==> src/rtl/riscv_ctrl_defs.sv <==
// Control encodings shared by the branch resolution logic: PC-source kinds, branch funct3
// codes, PC-select values and compare-flag bit positions.
package riscv_ctrl_defs;

  localparam logic [1:0] PCS_NONE = 2'b00;
  localparam logic [1:0] PCS_BR   = 2'b01;
  localparam logic [1:0] PCS_JAL  = 2'b10;
  localparam logic [1:0] PCS_JALR = 2'b11;

  localparam logic [2:0] F3_BEQ  = 3'b000;
  localparam logic [2:0] F3_BNE  = 3'b001;
  localparam logic [2:0] F3_BLT  = 3'b100;
  localparam logic [2:0] F3_BGE  = 3'b101;
  localparam logic [2:0] F3_BLTU = 3'b110;
  localparam logic [2:0] F3_BGEU = 3'b111;

  localparam logic [1:0] PCSRC_PC4    = 2'b00;
  localparam logic [1:0] PCSRC_PCIMM  = 2'b01;
  localparam logic [1:0] PCSRC_RS1IMM = 2'b10;

  localparam int unsigned FLAG_EQ  = 2;
  localparam int unsigned FLAG_LT  = 1;
  localparam int unsigned FLAG_LTU = 0;

  // 010/011 are the only holes in the branch funct3 space.
  function automatic logic br_legal(input logic [2:0] funct3);
    return funct3[2:1] != 2'b01;
  endfunction

  function automatic logic br_taken(input logic [2:0] funct3, input logic [2:0] flags);
    logic taken;
    taken = 1'b0;
    case (funct3)
      F3_BEQ:  taken = flags[FLAG_EQ];
      F3_BNE:  taken = ~flags[FLAG_EQ];
      F3_BLT:  taken = flags[FLAG_LT];
      F3_BGE:  taken = ~flags[FLAG_LT];
      F3_BLTU: taken = flags[FLAG_LTU];
      F3_BGEU: taken = ~flags[FLAG_LTU];
      default: taken = 1'b0;
    endcase
    return taken;
  endfunction

endpackage

==> src/rtl/branch_unit_bht_if.sv <==
// Execute/Fetch-side signal bundle of the branch unit; master drives resolution and lookup
// inputs, slave is the branch unit itself.
interface branch_unit_bht_if #(
  parameter int unsigned PC_WIDTH   = 32,
  parameter int unsigned STAT_WIDTH = 16
);

  logic [1:0]            PCS;
  logic [2:0]            Funct3;
  logic [2:0]            ALUFlags;
  logic                  ResolveValid;
  logic [PC_WIDTH-1:0]   PCE;
  logic                  PredTakenE;
  logic [PC_WIDTH-1:0]   PCF;
  logic                  PredTakenF;
  logic [1:0]            PCSrc;
  logic                  Mispredict;
  logic                  StatClear;
  logic [STAT_WIDTH-1:0] BranchCount;
  logic [STAT_WIDTH-1:0] MispredictCount;

  modport master (
    output PCS, Funct3, ALUFlags, ResolveValid, PCE, PredTakenE, PCF, StatClear,
    input  PredTakenF, PCSrc, Mispredict, BranchCount, MispredictCount
  );

  modport slave (
    input  PCS, Funct3, ALUFlags, ResolveValid, PCE, PredTakenE, PCF, StatClear,
    output PredTakenF, PCSrc, Mispredict, BranchCount, MispredictCount
  );

endinterface

==> src/rtl/branch_unit_bht_table.sv <==
// Array of saturating up/down counters with one combinational read port and one
// increment/decrement write port; every entry resets to weakly-not-taken.
module bht_sat_table #(
  parameter int unsigned DEPTH     = 64,
  parameter int unsigned CNT_WIDTH = 2,
  localparam int unsigned IdxW     = $clog2(DEPTH)
) (
  input  logic                 clk_i,
  input  logic                 rst_ni,
  input  logic [IdxW-1:0]      rd_idx_i,
  output logic [CNT_WIDTH-1:0] rd_cnt_o,
  input  logic                 wr_en_i,
  input  logic [IdxW-1:0]      wr_idx_i,
  input  logic                 wr_inc_i
);

  localparam logic [CNT_WIDTH-1:0] CntRst = CNT_WIDTH'((2 ** (CNT_WIDTH - 1)) - 1);
  localparam logic [CNT_WIDTH-1:0] CntMax = '1;

  logic [CNT_WIDTH-1:0] cnt_q [DEPTH];
  logic [CNT_WIDTH-1:0] cnt_cur;
  logic [CNT_WIDTH-1:0] cnt_d;

  // Reads see the registered array, so a same-cycle write is visible only next cycle.
  assign rd_cnt_o = cnt_q[rd_idx_i];
  assign cnt_cur  = cnt_q[wr_idx_i];

  always_comb begin
    cnt_d = cnt_cur;
    if (wr_inc_i) begin
      if (cnt_cur != CntMax) cnt_d = cnt_cur + CNT_WIDTH'(1);
    end else begin
      if (cnt_cur != '0) cnt_d = cnt_cur - CNT_WIDTH'(1);
    end
  end

  always_ff @(posedge clk_i or negedge rst_ni) begin
    if (!rst_ni) begin
      for (int i = 0; i < DEPTH; i++) cnt_q[i] <= CntRst;
    end else if (wr_en_i) begin
      cnt_q[wr_idx_i] <= cnt_d;
    end
  end

endmodule

==> src/rtl/branch_unit_bht.sv <==
// Branch/jump resolution with PC-source select, BHT-based Fetch prediction, misprediction
// flag and saturating branch/mispredict statistics.
module branch_unit_bht
  import riscv_ctrl_defs::*;
#(
  parameter int unsigned PC_WIDTH   = 32,
  parameter int unsigned BHT_DEPTH  = 64,
  parameter int unsigned CNT_WIDTH  = 2,
  parameter int unsigned STAT_WIDTH = 16
) (
  input  logic              CLK,
  input  logic              RESETn,
  branch_unit_bht_if.slave  bus
);

  localparam int unsigned IdxW = $clog2(BHT_DEPTH);

  logic [IdxW-1:0]       idx_f;
  logic [IdxW-1:0]       idx_e;
  logic [CNT_WIDTH-1:0]  pred_cnt;
  logic                  taken;
  logic                  upd;
  logic                  mispredict;
  logic [1:0]            pcsrc;
  logic [STAT_WIDTH-1:0] br_cnt_q, br_cnt_d;
  logic [STAT_WIDTH-1:0] mis_cnt_q, mis_cnt_d;
  logic                  unused_pc_bits;

  // No tags: PCs that differ only above the index bits deliberately alias.
  assign idx_f          = bus.PCF[IdxW+1:2];
  assign idx_e          = bus.PCE[IdxW+1:2];
  assign unused_pc_bits = ^{bus.PCF, bus.PCE};

  bht_sat_table #(
    .DEPTH     (BHT_DEPTH),
    .CNT_WIDTH (CNT_WIDTH)
  ) u_table (
    .clk_i    (CLK),
    .rst_ni   (RESETn),
    .rd_idx_i (idx_f),
    .rd_cnt_o (pred_cnt),
    .wr_en_i  (upd),
    .wr_idx_i (idx_e),
    .wr_inc_i (taken)
  );

  assign bus.PredTakenF = pred_cnt[CNT_WIDTH-1];

  always_comb begin
    taken      = br_taken(bus.Funct3, bus.ALUFlags);
    upd        = RESETn && bus.ResolveValid && (bus.PCS == PCS_BR) && br_legal(bus.Funct3);
    mispredict = upd && (taken != bus.PredTakenE);
    pcsrc      = PCSRC_PC4;
    if (RESETn && bus.ResolveValid) begin
      unique case (bus.PCS)
        PCS_NONE: pcsrc = PCSRC_PC4;
        PCS_BR:   pcsrc = taken ? PCSRC_PCIMM : PCSRC_PC4;
        PCS_JAL:  pcsrc = PCSRC_PCIMM;
        PCS_JALR: pcsrc = PCSRC_RS1IMM;
        default:  pcsrc = PCSRC_PC4;
      endcase
    end
  end

  assign bus.PCSrc      = pcsrc;
  assign bus.Mispredict = mispredict;

  // Clear wins over a same-cycle increment; both counters stick at all-ones.
  always_comb begin
    br_cnt_d  = br_cnt_q;
    mis_cnt_d = mis_cnt_q;
    if (bus.StatClear) begin
      br_cnt_d  = '0;
      mis_cnt_d = '0;
    end else begin
      if (upd && (br_cnt_q != '1))         br_cnt_d  = br_cnt_q + STAT_WIDTH'(1);
      if (mispredict && (mis_cnt_q != '1)) mis_cnt_d = mis_cnt_q + STAT_WIDTH'(1);
    end
  end

  always_ff @(posedge CLK or negedge RESETn) begin
    if (!RESETn) begin
      br_cnt_q  <= '0;
      mis_cnt_q <= '0;
    end else begin
      br_cnt_q  <= br_cnt_d;
      mis_cnt_q <= mis_cnt_d;
    end
  end

  assign bus.BranchCount     = br_cnt_q;
  assign bus.MispredictCount = mis_cnt_q;

endmodule

==> src/flat_wrapper.sv <==
// flat-port wrapper written by rule: the top's interface ports become plain ports
module branch_unit_bht_flat import riscv_ctrl_defs::*;
#(
  parameter int unsigned PC_WIDTH   = 32,
  parameter int unsigned BHT_DEPTH  = 64,
  parameter int unsigned CNT_WIDTH  = 2,
  parameter int unsigned STAT_WIDTH = 16
)
  (CLK, RESETn, bus_PCS, bus_Funct3, bus_ALUFlags, bus_ResolveValid, bus_PCE, bus_PredTakenE, bus_PCF, bus_StatClear, bus_PredTakenF, bus_PCSrc, bus_Mispredict, bus_BranchCount, bus_MispredictCount);
  branch_unit_bht_if #(.PC_WIDTH(PC_WIDTH), .STAT_WIDTH(STAT_WIDTH)) bus_i ();
  input  logic CLK;
  input  logic RESETn;
  input wire logic [$bits(bus_i.PCS)-1:0] bus_PCS;
  input wire logic [$bits(bus_i.Funct3)-1:0] bus_Funct3;
  input wire logic [$bits(bus_i.ALUFlags)-1:0] bus_ALUFlags;
  input wire logic [$bits(bus_i.ResolveValid)-1:0] bus_ResolveValid;
  input wire logic [$bits(bus_i.PCE)-1:0] bus_PCE;
  input wire logic [$bits(bus_i.PredTakenE)-1:0] bus_PredTakenE;
  input wire logic [$bits(bus_i.PCF)-1:0] bus_PCF;
  input wire logic [$bits(bus_i.StatClear)-1:0] bus_StatClear;
  output wire logic [$bits(bus_i.PredTakenF)-1:0] bus_PredTakenF;
  output wire logic [$bits(bus_i.PCSrc)-1:0] bus_PCSrc;
  output wire logic [$bits(bus_i.Mispredict)-1:0] bus_Mispredict;
  output wire logic [$bits(bus_i.BranchCount)-1:0] bus_BranchCount;
  output wire logic [$bits(bus_i.MispredictCount)-1:0] bus_MispredictCount;
  assign bus_i.PCS = bus_PCS;
  assign bus_i.Funct3 = bus_Funct3;
  assign bus_i.ALUFlags = bus_ALUFlags;
  assign bus_i.ResolveValid = bus_ResolveValid;
  assign bus_i.PCE = bus_PCE;
  assign bus_i.PredTakenE = bus_PredTakenE;
  assign bus_i.PCF = bus_PCF;
  assign bus_i.StatClear = bus_StatClear;
  assign bus_PredTakenF = bus_i.PredTakenF;
  assign bus_PCSrc = bus_i.PCSrc;
  assign bus_Mispredict = bus_i.Mispredict;
  assign bus_BranchCount = bus_i.BranchCount;
  assign bus_MispredictCount = bus_i.MispredictCount;
  branch_unit_bht #(.PC_WIDTH(PC_WIDTH), .BHT_DEPTH(BHT_DEPTH), .CNT_WIDTH(CNT_WIDTH), .STAT_WIDTH(STAT_WIDTH)) u_core (.CLK(CLK), .RESETn(RESETn), .bus(bus_i));
endmodule
==> config.mk <==
export PLATFORM = sky130hd
export DESIGN_NAME = branch_unit_bht_flat
export DESIGN_NICKNAME = d
export VERILOG_FILES = /design/src/rtl/riscv_ctrl_defs.sv /design/src/rtl/branch_unit_bht_if.sv /design/src/rtl/branch_unit_bht_table.sv /design/src/rtl/branch_unit_bht.sv /design/src/flat_wrapper.sv
export SDC_FILE = /design/constraint.sdc
export NUM_CORES = 1
export LEC_CHECK = 0
export CAP_MARGIN = 20
export CORE_ASPECT_RATIO = 0.7
export CORE_UTILIZATION = 50
export DETAILED_ROUTE_END_ITERATION = 7
export DONT_BUFFER_PORTS = 1
export GPL_TIMING_DRIVEN = 0
export HOLD_SLACK_MARGIN = 0.03
export PLACE_DENSITY = 0.67
export SLEW_MARGIN = 20
export SYNTH_ARGS = -nofsm -noshare
export SYNTH_HDL_FRONTEND = slang
export SYNTH_HIERARCHICAL = 1
export SYNTH_SLANG_ARGS = --single-unit
export TNS_END_PERCENT = 30
==> constraint.sdc <==
create_clock -name CLK -period 6.9 [get_ports CLK]
set_clock_uncertainty 0.05 [all_clocks]
set_input_delay 1.38 -clock CLK [delete_from_list [all_inputs] [get_ports CLK]]
set_output_delay 1.38 -clock CLK [all_outputs]
set_load 0.01 [all_outputs]
======== Yosys cells after proc, flatten, opt, wreduce, memory -nomap -nowiden ========
Index checks and enable logic that the tools add are counted.
cells by class
  add/sub/neg operators ................... 4
  $lt $le $gt $ge ......................... 3
  equal/unequal tests ..................... 13
  muxes and demuxes ....................... 20
  bitwise gates (word level) .............. 5
  reductions and logical operators ........ 12
operators with widths
  operator                                                     number
  bitwise mux 128 bit                                          1
  2-to-1 mux 16 bit                                            4
  adder 16 x 1 -> 16 bit (second input constant)               2
  != test 16 bit (second input constant)                       2
  binary-select mux 2 bit (select 6 bit)                       2
  2-to-1 mux 2 bit                                             9
  >= comparator 7 bit (second input constant)                  2
  inverter 6 -> 7 bit                                          2
  demux 2 bit (select 6 bit)                                   1
  == test 3 bit (second input constant)                        4
  case mux 2 bit (4 select lines)                              1
  logical AND 1 bit                                            7
  less-than comparator 7 x 1 -> 1 bit (second input constant)  1
  case mux 1 bit (6 select lines)                              1
  nonzero test 2 bit                                           3
  == test 2 bit (second input constant)                        2
  == test 3 x 1 -> 1 bit (second input constant)               1
  zero test 3 bit                                              1
  inverter 1 bit                                               3
  adder 2 x 1 -> 2 bit (second input constant)                 1
  == test 2 x 1 -> 1 bit (second input constant)               1
  zero test 2 bit                                              1
  != test 2 x 1 -> 1 bit (second input constant)               1
  != test 2 bit (second input constant)                        1
  other kinds (3)                                              3
word-level totals
  register bits after elaboration ......... 160
  logic and storage cells ................. 123

======== Longest topological paths before layout ========
Gate-level depths: netlist of run 1.
  depth after elaboration ................. 8
  gate-level depth with buffers ........... 12
  depth with buffers taken out ............ 8

======== Modules after synthesis ========
The synthesis of run 1 kept the hierarchy.
modules (own cells, without submodules)
  module           times used  cells an instance  area each (um^2)  seq. area each (um^2)
  bht_sat_table    1           674                7358.3            3283.1
  branch_unit_bht  1           207                1971.9            800.8

======== Worst setup path after synthesis of run 1 ========
No wires, ideal clock.
  path kind ............................... input to output
  from .................................... in bus_PCF[2]
  to ...................................... out bus_PredTakenF
  arrival ................................. 3656 ps
  required time ........................... 5470 ps
  slack ................................... 1814 ps
  stages .................................. 5
  path through ............................ clkbuf_1 > buf_1 > mux4_2 > mux4_2 > mux4_2
on the way
  cells in the longest elaborated chain, start to end .. 4
ends and longest elaborated chain
  what                                                 RTL line                     source
  start, declared                                      flat_wrapper.sv:19           input wire logic [$bits(bus_i.PCF)-1:0] bus_PCF;
  inverter 6 -> 7 bit (implied by the code)            branch_unit_bht_table.sv:25  assign rd_cnt_o = cnt_q[rd_idx_i];
  binary-select mux 2 bit (select 6 bit)               branch_unit_bht_table.sv:25
  2-to-1 mux 2 bit (implied by the code) (2 in a row)  branch_unit_bht_table.sv:25
  end, declared                                        flat_wrapper.sv:21           output wire logic [$bits(bus_i.PredTakenF)-1:0] bus_PredTakenF;
No other way between the ends. The select of a mux whose other input is x is not followed.

======== Worst setup path in the final report of run 1 ========
Ends and elaborated chain as after synthesis.

==> implementation parameters, run 1 <==
Parameter                              Value

Critical path
  Nature of the critical path startpoint ... primary input
  Category of cells accounting for the largest share of critical-path delay ... multiplexers
  Top fanout value on the critical path ... 5
  Data arrival time of the critical path ... 3.77 ns
  Crit path buf inv count ... 2
  Delay of the slowest cell on the worst path ... 0.60 ns
  Dominant cell type by count on the critical path ... sky130_fd_sc_hd__mux4_2
  Required time at the endpoint of the critical path ... 5.47 ns
  Setup CP Type ... in -> out
  Nature of the critical path endpoint ... output pin
  Worst path cell trace ... clkbuf_1, buf_1, mux4_2, mux4_2, mux4_2
  Cell with the largest stage delay on the worst path ... sky130_fd_sc_hd__mux4_2

Power
  Static power due to leakage ... 3.71 nW
  IR drop worst, VDD ... 0.148 mV
  Final total power ... 0.00212 W
  Power density of the placed cells ... around 220 mW/mm2

Cells and area
  Total Nets Final ... 960
  Storage cell area ... a little over 0.004 mm2
  Most common cell after layout, fill and taps aside ... sky130_fd_sc_hd__nand2_1
  Post-route non-filler standard cell count ... 1126
  Fill cell total of the finished layout ... 1511
  Layout cells sized above 1 ... 0.234
  Multi-input gate area in the final layout ... 0.00445 mm2
  Leading cell types in the layout, fill and taps excluded ... 208 x sky130_fd_sc_hd__nand2_1, 96 x sky130_fd_sc_hd__dfrtp_1, 69 x sky130_fd_sc_hd__o21ai_0
  Area overhead of the layout relative to synthesis ... 10.4%

Die
  Starting Density ... 0.513
  Area of the core ... 0.0173 mm2
  Number of cell rows ... 40
  Die span in y ... 113 um
  Die area ... between 0.015 and 0.02 mm2
  Number of top-level design ports ... 113
  Floorplan die width ... 161 um

GRT
  Wire length of the first global-routing pass ... 39800 um
  Number of antenna violations at the first check in global routing ... 1
  Total routing resource utilization after global routing ... 0.291
  Maximum number of pins on one net before global-route repair ... 163
  Grt ovf ... 0
  Via count of the first global-routing pass ... 6765

Timing
  Final hold vios ... 0
  Time the final worst path needs with I/O delays and setup ... roughly 5.2 ns
  Setup TNS ... 0 ns
  Setup repair after global routing missed its margin ... false
  Top achievable clock speed ... 192 MHz
  Max-slew headroom at the worst pin ... 0.169
  Final cycle utilization of the critical path ... 0.754
  Worst hold margin ... 0.415 ns
  Number of pins exceeding their max-slew limit in the final report ... 0
  Worst slew pin tran ... 1.24 ns
  Setup Viol. Count Final ... 0

Detailed routing
  DRC viols ... 0
  Post-DR wirelength/cell ... 22.4 um
  Antenna Nets Post-Route ... 0
  Length of the first detailed-routing pass in iterations ... 7
  Detailed-route via count ... 7115
  1st-iter DRT viols ... 905
  Ratio of routed vias to standard cells ... 6.32
  Detailed Route WL ... roughly 25000 um

Clocking
  Level count of the clock H-tree ... 4
  TritonCTS clock tree ... done
  Sink count of the clock tree ... 160
  Clk root buf ... sky130_fd_sc_hd__clkbuf_16
  Clk slew on worst S/H paths ... 0.06 ns
  Count of hold buffers inserted by post-cts repair ... 0
  Clock latency reported for the late side of the worst-skew pair ... 0.44 ns
  Post-CTS repair timing setup buffer count ... 0
  Number of buffers created by CTS ... 17
  Number of buffers on the longest clock path ... 2
  Total of cells resized after clock tree synthesis ... 0

Logic synthesis
  Syn_nets ... 939
  Post-Synthesis Mean Instance Area ... 10.3 um2
  Syn Inst Count ... 860
  Yosys warns ... 6
  Combined area of all synthesized cells ... 0.00886 mm2

Placed design
  Port bufs ... 0
  Final weighted congestion in routability-driven placement ... 0.929
  DP HPWL ... 17300 um
  Cell Count Post-Placement ... approximately 1100

Min path
  Tightest Hold Check Type ... reg -> reg

Run
  Maximum Capacitance Violations ... 0

Outcome
  Run status ... completed
[flip-flops by register name, summed over array words and instances, names as in the netlist]
name / flops
u_core/bus.BranchCount: 16
u_core/bus.MispredictCount: 16
u_core/u_table/cnt_q: 128
[routing by layer]
layer  wire length [um]  vias up  track usage
li1                   -     3208            -
met5                  0        -       0.0107
met4                604        0       0.0956
met1              11500     3508        0.429
met3               2590       62       0.0968
met2              10600      337        0.400
[worst paths after layout]
path,startpoint,end,slack (ns),cells past startpoint
hold / removal,u_core/u_table/cnt_q[78],u_core/u_table/cnt_q[78],0.41,2
max in group asynchronous,RESETn,u_core/u_table/cnt_q[28],5.91,0
setup reg to reg,u_core/u_table/cnt_q[116],u_core/u_table/cnt_q[31],3.65,8
hold reg to reg,u_core/u_table/cnt_q[78],u_core/u_table/cnt_q[78],0.41,2
setup / recovery,bus_PCF[2],bus_PredTakenF,1.70,5
min in group asynchronous,RESETn,u_core/bus.MispredictCount[2],0.58,0
[power by group]
part           internal [W]  switching, W
clock              0.000547      0.000412
combinational     0.0000597      0.000140
sequential         0.000954    0.00000748
[tightest hold or removal path: stages (launching register included)]
cell	delay [ns]
sky130_fd_sc_hd__dfstp_2	0.37
sky130_fd_sc_hd__nand2_1	0.04
sky130_fd_sc_hd__o21ai_1	0.05
[through the flow]
stage               setup WS [ns]  cell area, um2  utilization
CTS                          1.74            9770        0.566
global placement             1.76            9150        0.530
global route                 1.63            9780        0.566
floorplan                    2.13            8860            -
detailed placement           1.74            9180        0.531
finish                       1.70            9780        0.566
[final cells by class]
type                            instances  share of cell area
Tap cell                              231              0.0296
Sequential cell                       160               0.418
Antenna cell                            1            0.000256
Clock inverter                         14              0.0159
Multi-Input combinational cell        638               0.456
Clock buffer                           18              0.0449
Buffer                                 54              0.0314
Timing Repair Buffer                    2             0.00154
Inverter                                8             0.00307
(Power assumes the default switching activity.)
==> run 2: changes to the inputs <==
PLACE_DENSITY = 0.7   (was 0.67)
clock period = 4.6 ns   (was 6.9 ns; I/O delays follow)
==> implementation parameters, run 2 (same netlist as run 1, synthesis figures left out) <==
Parameter                              Value

Die
  Number of cell rows ... 40 (unchanged)
  Number of top-level design ports ... 113 (unchanged)
  Die span in y ... 113 um (unchanged)
  Area of the core ... 0.0173 mm2 (unchanged)
  Floorplan die width ... 161 um (unchanged)
  Starting Density ... 0.513 (unchanged)
  Die area ... 0.0183 mm2 (unchanged)

Critical path
  Setup CP Type ... in -> out
  Nature of the critical path startpoint ... primary input
  Cell with the largest stage delay on the worst path ... sky130_fd_sc_hd__mux4_2
  Top fanout value on the critical path ... 5 (unchanged)
  Delay of the slowest cell on the worst path ... 0.59 ns (about the same)
  Dominant cell type by count on the critical path ... sky130_fd_sc_hd__mux4_2
  Data arrival time of the critical path ... 3.26 ns (-0.51 ns)
  Reg2reg path depth ... 8 (unchanged)
  Worst reg2reg startpoint ... u_core/u_table/cnt_q[116]
  Source of the critical timing path ... bus_PCF[2]
  Worst path cell trace ... clkbuf_1, buf_1, mux4_2, mux4_2, mux4_2
  Required time at the endpoint of the critical path ... 3.63 ns (-1.84 ns)
  Nature of the critical path endpoint ... output pin

Placed design
  Final weighted congestion in routability-driven placement ... 0.930 (about the same)
  DP HPWL ... 17100 um (-1.2%)
  Port bufs ... 0 (unchanged)
  Cell Count Post-Placement ... 1093 (unchanged)

Timing
  Max-slew headroom at the worst pin ... 0.202 (+0.0331)
  Setup Viol. Count Final ... 0 (unchanged)
  Setup repair after global routing missed its margin ... false
  Final hold vios ... 0 (unchanged)
  Worst slew pin tran ... 1.19 ns (-0.0495 ns)
  Time the final worst path needs with I/O delays and setup ... between 4 and 5 ns
  Setup TNS ... 0 ns (unchanged)
  Worst hold margin ... 0.135 ns (-0.280 ns)
  Final cycle utilization of the critical path ... 0.919
  Top achievable clock speed ... 237 MHz
  Number of pins exceeding their max-slew limit in the final report ... 0 (unchanged)

Power
  IR drop worst, VDD ... 0.213 mV (+44%)
  Power density of the placed cells ... 316 mW/mm2 (+46%)
  Final total power ... 0.00307 W (+45%)
  Static power due to leakage ... 3.68 nW (-0.64%)

Detailed routing
  Post-DR wirelength/cell ... 22.2 um (-0.88%)
  1st-iter DRT viols ... 850 (-6.1%)
  Antenna Nets Post-Route ... 0 (unchanged)
  DRC viols ... 0 (unchanged)
  Detailed Route WL ... 25000 um (-0.97%)
  Length of the first detailed-routing pass in iterations ... 5 (-2)
  Detailed-route via count ... 7152 (+0.52%)
  Ratio of routed vias to standard cells ... 6.36 (+0.61%)

GRT
  Number of antenna violations at the first check in global routing ... 0 (-1)
  Grt ovf ... 0 (unchanged)
  Via count of the first global-routing pass ... 6794 (+0.43%)
  Wire length of the first global-routing pass ... 39600 um (-0.35%)
  Total routing resource utilization after global routing ... 0.289 (-0.00184)
  Maximum number of pins on one net before global-route repair ... 163 (unchanged)

Cells and area
  Layout cells sized above 1 ... 0.229 (-0.00447)
  Multi-input gate area in the final layout ... 0.00445 mm2 (unchanged)
  Total Nets Final ... 960 (unchanged)
  Storage cell area ... 0.00408 mm2 (unchanged)
  Layout Utilization ... 0.563 (-0.00297)
  Post-route non-filler standard cell count ... 1125 (-0.089%)
  Fill cell total of the finished layout ... 1510 (-0.066%)
  Leading cell types in the layout, fill and taps excluded ... 208 x sky130_fd_sc_hd__nand2_1, 96 x sky130_fd_sc_hd__dfrtp_1, 69 x sky130_fd_sc_hd__o21ai_0
  Area overhead of the layout relative to synthesis ... 9.79%
  Register containing the most flip-flops in the final layout ... u_core/u_table/cnt_q
  Max reg flops ... 128 (unchanged)
  # diodes ... 0 (-1)
  Most common cell after layout, fill and taps aside ... sky130_fd_sc_hd__nand2_1

Clocking
  Number of buffers on the longest clock path ... 2 (unchanged)
  Clk slew on worst S/H paths ... 0.06 ns (about the same)
  Count of hold buffers inserted by post-cts repair ... 0 (unchanged)
  Post-CTS repair timing setup buffer count ... 0 (unchanged)
  Clock latency reported for the late side of the worst-skew pair ... 0.43 ns (about the same)
  Total of cells resized after clock tree synthesis ... 0 (unchanged)
  Level count of the clock H-tree ... 4 (unchanged)
  TritonCTS clock tree ... done
  Number of buffers created by CTS ... 17 (unchanged)
  Clk root buf ... sky130_fd_sc_hd__clkbuf_16
  Sink count of the clock tree ... 160 (unchanged)

Min path
  Tightest Hold Check Type ... in -> async

Run
  Maximum Capacitance Violations ... 0 (unchanged)

Outcome
  Run status ... completed
-- run 2: cell count changes in the layout (fill, tap and decap cells not counted) --
cell                        previous run  this run
sky130_fd_sc_hd__clkbuf_1             27        31
sky130_fd_sc_hd__inv_6                 4         0
sky130_fd_sc_hd__clkinv_2              2         4
sky130_fd_sc_hd__clkinv_4              4         3
sky130_fd_sc_hd__bufinv_16             2         1
sky130_fd_sc_hd__diode_2               1         0
-- run 2: worst paths after layout --
| path | slack (ns) | to |
|---|---|---|
| worst max-delay path | 0.37 | bus_PredTakenF |
| worst max register to register | 1.33 | u_core/u_table/cnt_q[15] |
| min in group CLK | 0.41 | u_core/u_table/cnt_q[78] |
| max in group asynchronous | 4.06 | u_core/u_table/cnt_q[22] |
| worst min register to register | 0.41 | u_core/u_table/cnt_q[78] |
| worst min-delay path | 0.13 | u_core/bus.MispredictCount[0] |
-- run 2: where the power goes --
part / switching [W] / total (W) / internal [W]
Sequential: 0.0000111 / 0.00144 / 0.00143
Clock: 0.000578 / 0.00134 / 0.000757
Combinational: 0.000205 / 0.000294 / 0.0000895
-- run 2: layout make-up --
class | count | area share
Sequential cell | 160 | 0.420
Clock buffer | 22 | 0.0467
Timing Repair Buffer | 2 | 0.00154
Tap cell | 231 | 0.0297
Multi-Input combinational cell | 638 | 0.458
Inverter | 8 | 0.00309
Clock inverter | 10 | 0.00939
Buffer | 54 | 0.0315
-- run 2: critical path, delay by kind of cell --
kind / cells / cell delay [ns]
buffers and inverters: 2 / 0.68
multiplexers: 3 / 1.65
-- run 2: metrics by stage --
stage | instance area, um2 | setup slack [ns]
final | 9720 | 0.372
after global routing | 9720 | 0.294
after CTS | 9720 | 0.384
after detailed placement | 9180 | 0.380
after global placement | 9150 | 0.397
after floorplan | 8860 | 0.754
-- run 2: routing by layer --
layer	up-vias	share of wire	global-route usage
li1	3205	-	-
met1	3582	0.46	0.425
met2	324	0.42	0.407
met3	41	0.10	0.0979
met4	0	0.019	0.0761
met5	-	0	0
==> run 3: changes to the inputs <==
TNS_END_PERCENT = 5   (was 30)
==> results of run 3 <==
No change in the layout: final DEF, timing and power equal those of run 2.
